## src/rtl/cla_nibble_seq.sv

```systemverilog
// Multi-cycle adder controller. One external 4-bit carry-lookahead slice is reused
// once per nibble, least-significant first, with the inter-nibble carry kept in a register.
module cla_nibble_seq #(
    parameter int WIDTH = 16
) (
    input  logic             clk,
    input  logic             rst_n,
    input  logic             start_valid,
    output logic             start_ready,
    input  logic [WIDTH-1:0] a,
    input  logic [WIDTH-1:0] b,
    input  logic             cin,
    output logic             result_valid,
    input  logic             result_ready,
    output logic [WIDTH-1:0] sum,
    output logic             cout,
    output logic             overflow,
    output logic             busy,
    output logic [3:0]       slice_a,
    output logic [3:0]       slice_b,
    output logic             slice_cin,
    input  logic [3:0]       slice_sum,
    input  logic             slice_cout
);

    localparam int NIB = WIDTH / 4;
    localparam int IW  = (NIB > 1) ? $clog2(NIB) : 1;
    localparam logic [IW-1:0] LAST = IW'(NIB - 1);

    typedef enum logic [1:0] {
        IDLE,
        RUN,
        DONE
    } state_t;

    state_t                state;
    logic [IW-1:0]         idx;
    logic [NIB-1:0][3:0]   a_reg;
    logic [NIB-1:0][3:0]   b_reg;
    logic [NIB-1:0][3:0]   sum_reg;
    logic                  carry_reg;

    // idx parks on the last nibble instead of incrementing past it, so it never wraps.
    always_ff @(posedge clk or negedge rst_n) begin
        if (!rst_n) begin
            state     <= IDLE;
            idx       <= '0;
            a_reg     <= '0;
            b_reg     <= '0;
            sum_reg   <= '0;
            carry_reg <= 1'b0;
        end else begin
            case (state)
                IDLE: begin
                    if (start_valid) begin
                        a_reg     <= a;
                        b_reg     <= b;
                        carry_reg <= cin;
                        idx       <= '0;
                        sum_reg   <= '0;
                        state     <= RUN;
                    end
                end
                RUN: begin
                    sum_reg[idx] <= slice_sum;
                    carry_reg    <= slice_cout;
                    if (idx == LAST) begin
                        state <= DONE;
                    end else begin
                        idx <= idx + 1'b1;
                    end
                end
                DONE: begin
                    if (result_ready) begin
                        state <= IDLE;
                    end
                end
                default: state <= IDLE;
            endcase
        end
    end

    always_comb begin
        slice_a   = 4'h0;
        slice_b   = 4'h0;
        slice_cin = 1'b0;
        if (state == RUN) begin
            slice_a   = a_reg[idx];
            slice_b   = b_reg[idx];
            slice_cin = carry_reg;
        end
    end

    assign start_ready  = (state == IDLE);
    assign busy         = (state == RUN);
    assign result_valid = (state == DONE);
    assign sum          = sum_reg;
    assign cout         = carry_reg;
    // Same-sign operands producing an opposite-sign result.
    assign overflow     = (a_reg[NIB-1][3] == b_reg[NIB-1][3]) &&
                          (sum_reg[NIB-1][3] != a_reg[NIB-1][3]);

endmodule

```

## config.mk

```make
export PLATFORM = sky130hd
export DESIGN_NAME = cla_nibble_seq
export DESIGN_NICKNAME = d
export VERILOG_FILES = /design/src/rtl/cla_nibble_seq.sv
export SDC_FILE = /design/constraint.sdc
export NUM_CORES = 1
export LEC_CHECK = 0
export ABC_CLOCK_PERIOD_IN_PS = 2510
export CORE_UTILIZATION = 47
export DETAILED_ROUTE_END_ITERATION = 10
export GPL_ROUTABILITY_DRIVEN = 0
export HOLD_SLACK_MARGIN = 0.15
export PLACE_DENSITY = 0.8
export REMOVE_ABC_BUFFERS = 1
export SETUP_SLACK_MARGIN = 0.4
export SLEW_MARGIN = 20
export SYNTH_ARGS = -nofsm -noshare
export SYNTH_HDL_FRONTEND = slang
export SYNTH_SLANG_ARGS = --single-unit
```

## constraint.sdc

```tcl
create_clock -name clk -period 2.51 [get_ports clk]
set_input_delay 0.753 -clock clk [delete_from_list [all_inputs] [get_ports clk]]
set_output_delay 0.753 -clock clk [all_outputs]
set_load 0.02 [all_outputs]
```

==> results.yml, run 1 <==
pwr:
  p_per_area_nw_per_um2: 1330
  power_frac_clock_pct: 13.2
  cellInternalPower_mw: 2.96
  swShare_pct: 34.8
  vdd_ir_drop_max_uv: 775
  p_leak_nw: 1.49
  power_frac_seq_pct: 32.8
  p_comb_share_pct: 54.0
  p_switching_mw: 1.58
synth:
  synth_top_family_by_area: "multiplexers"
  synthSimpleGateAreaFrac_pct: 6.80
  synthMuxAreaShare_pct: 24.9
  synth-xor-area-share_pct: 0
  synthAdderAreaFrac_pct: 2.62
  yosys_warnings: 0
  avgSynthCellArea_sq_um: 14.8
  synthCells: 162
  syn_area_sq_um: 2390
  synth_cell_type_count: 25
  ys_seq_area_share_pct: 55.4
  yosys_register_bits: 53
  synth_compound_area_share_pct: 7.22
setup_path:
  startpoint: "idx[0]"
  crit_buf_inv: 2
  cpLargestDelayFamily: "multiplexers"
  crit_arrival_ns: 1.66
  path_max_fanout: 6
  worstSetupPathType: "flip-flop to primary output"
  path_cells: "buf_12, mux4_2, and2_4, buf_6"
  critical_path.max_stage_delay_ns: 0.50
  cpMaxStageDelayCell: "mux4_2"
  start_kind: "flip-flop"
  crit_required_ns: 1.76
  r2r_start: "idx[0]"
  critPathCaptureType: "primary output"
drt:
  drcViolationCount: 0
  wl_met1_um: 2170
  vias_per_cell: 5.28
  routed_wl_um: 4990
  ant_nets: 0
  vias: 1657
  drt_iter0_markers: 72
  highest_layer: "met4"
  wl_met2_um: 2490
  wire_per_inst_um: 15.9
  dr.pass1.iters: 4
  dr_wl_met3_um: 285
finish:
  synthToLayoutAreaGrowth_pct: 42.3
  fillCellCount: 364
  stdcell_area_sq_um: 3400
  final_cells: 314
  antenna_cells: 0
  drive_gt1_share_pct: 30.0
  multi_input_area_sq_um: 1020
  nets: 293
  regArea_sq_um: 1330
clock_tree:
  cts_root_buf: "clkbuf_8"
  cts_buffer_depth: 2
  cts_tree: "yes"
  clkLatencyLatePin_ns: 0.31
  ctsHoldBuffers: 0
  numCtsBuffers: 5
  clk_pin_slew_ns: 0.09
  cts.sinks: 53
  htreeDepth: 2
floorplan:
  die_y_um: 73.3
  chipWidth_um: 73.3
  fp.dieArea_sq_um: 5380
  core_area_sq_um: 4820
  fp-row-count: 25
  io_pins: 72
  start_util_pct: 49.7
timing:
  clock_skew_ns: 0.00798
  tightest_slew_ns: 0.448
  finalHoldViolations: 0
  slew_headroom_pct: 70.1
  min_period_ns: 2.41
  rsz0062_at_grt: "true"
  fin_crit_sh_pct: 96.2
  setup_violations: 0
  setup_tns_ns: 0
  slew_viol_final: 0
  fmax_mhz: 414
place:
  dp_hpwl_um: 3520
  numPortBuffers: 71
  dp_cells: 301
  place_area_sq_um: 3230
run_status:
  outcome: "completed"
grt:
  overflow: 0
  grt_antenna_before_repair: 0
  grtUsageTotal_pct: 20.8
  grt_first_pass_wirelength_um: 8200
  grt_max_degree: 39
  grt_pass1_vias: 1726
hold_path:
  min_path_type: "primary input to async pin"
flow_run:
  cap_violations: 0
path summary, 6_finish.rpt:
kind | to | slack [ns] | cells past startpoint
worst max-delay path | slice_a[0] | 0.1 | 4
worst min-delay path | idx[1] | 0.38 | 1
worst max register to register | sum[3] | 0.82 | 7
worst min register to register | a_reg[10] | 0.49 | 1
max in group asynchronous | b_reg[5] | 1.51 | 2
min in group clk | a_reg[10] | 0.49 | 1
power groups by stage:
stage,sequential [mW],combinational [mW],clock [mW]
detailed placement,1.50,2.27,0
global placement,1.49,2.22,0
CTS,1.49,2.47,0.614
global route,1.55,2.62,0.645
floorplan,1.59,1.20,0
finish,1.49,2.45,0.599
repair_timing:
item                       in CTS  in global routing
buffers inserted                5                  0
gates resized for setup        68                  8
gates cloned                    0                  0
setup endpoints to repair      13                 13
pin swaps                       8                  0
cells in the mapped netlist:
cell type	count	area (sq um)
o21ai_0	2	10.0
nor3b_1	2	15.0
mux4_2	8	180
nor2_1	3	11.3
a32o_1	12	120
nor2b_2	1	8.76
and3_1	4	25.0
buf_6	2	22.5
inv_1	3	11.3
dfrtp_1	53	1330
ha_1	5	62.6
o21ai_1	1	5.00
clkbuf_1	2	7.51
nand2b_1	2	12.5
buf_2	3	15.0
and2_1	9	56.3
nor3b_2	1	12.5
buf_4	2	15.0
mux2_1	19	214
a221o_1	1	10.0
mux2_2	18	203
nor2b_1	1	6.26
a21oi_2	2	17.5
a21oi_1	2	10.0
nand2_1	4	15.0
layer usage:
metal | GRT usage (%) | vias up
met3 | 7.27 | 6
met1 | 27.0 | 844
met2 | 33.4 | 42
met5 | 0 | -
li1 | - | 765
met4 | 5.77 | 0
stage by stage:
step	util [%]	setup WS [ns]	power [mW]	hold slack, ns
final	70.6	0.0960	4.54	0.376
after global routing	70.6	0.0277	4.81	0.397
after CTS	70.8	0.0959	4.57	0.379
after detailed placement	67.0	0.00220	3.77	0.474
after global placement	67.0	0.0292	3.70	0.464
after floorplan	-	-0.367	2.79	0.452
layout make-up:
type,count,share of cell area (%)
tap,67,2.46
clock inverter,1,0.882
inverter,3,0.331
timing repair buffer,86,24.8
clock buffer,7,2.54
sequential,53,39.0
multi-input combinational,97,30.0
placed cells by master (no fill, tap or decap), types with 5 or more instances in the layout:
| cell | instances |
|---|---|
| clkbuf_8 | 6 |
| a32o_1 | 12 |
| buf_6 | 10 |
| mux2_2 | 18 |
| mux2_1 | 19 |
| ha_1 | 5 |
| buf_4 | 11 |
| and2_4 | 8 |
| mux4_2 | 8 |
| dfrtp_1 | 52 |
| clkdlybuf4s50_1 | 56 |
kinds of logic (layout without fill, tap and decap cells):
kind of cell / after synthesis / in the layout
flops: 53 / 53
mux: 45 / 45
simple gates: 27 / 27
compound gates: 20 / 20
buf+inv: 12 / 97
fa+ha+maj: 5 / 5
Power figures use the tool's default switching activity.
==> run 2: changes to the inputs <==
--- a/config.mk
+++ b/config.mk
@@ -5,7 +5,6 @@
 export SDC_FILE = /design/constraint.sdc
 export NUM_CORES = 1
 export LEC_CHECK = 0
-export ABC_CLOCK_PERIOD_IN_PS = 2510
 export CORE_UTILIZATION = 47
 export DETAILED_ROUTE_END_ITERATION = 10
 export GPL_ROUTABILITY_DRIVEN = 0
==> results of run 2 <==
The final DEF is identical to that of run 1; final timing and power are the same.
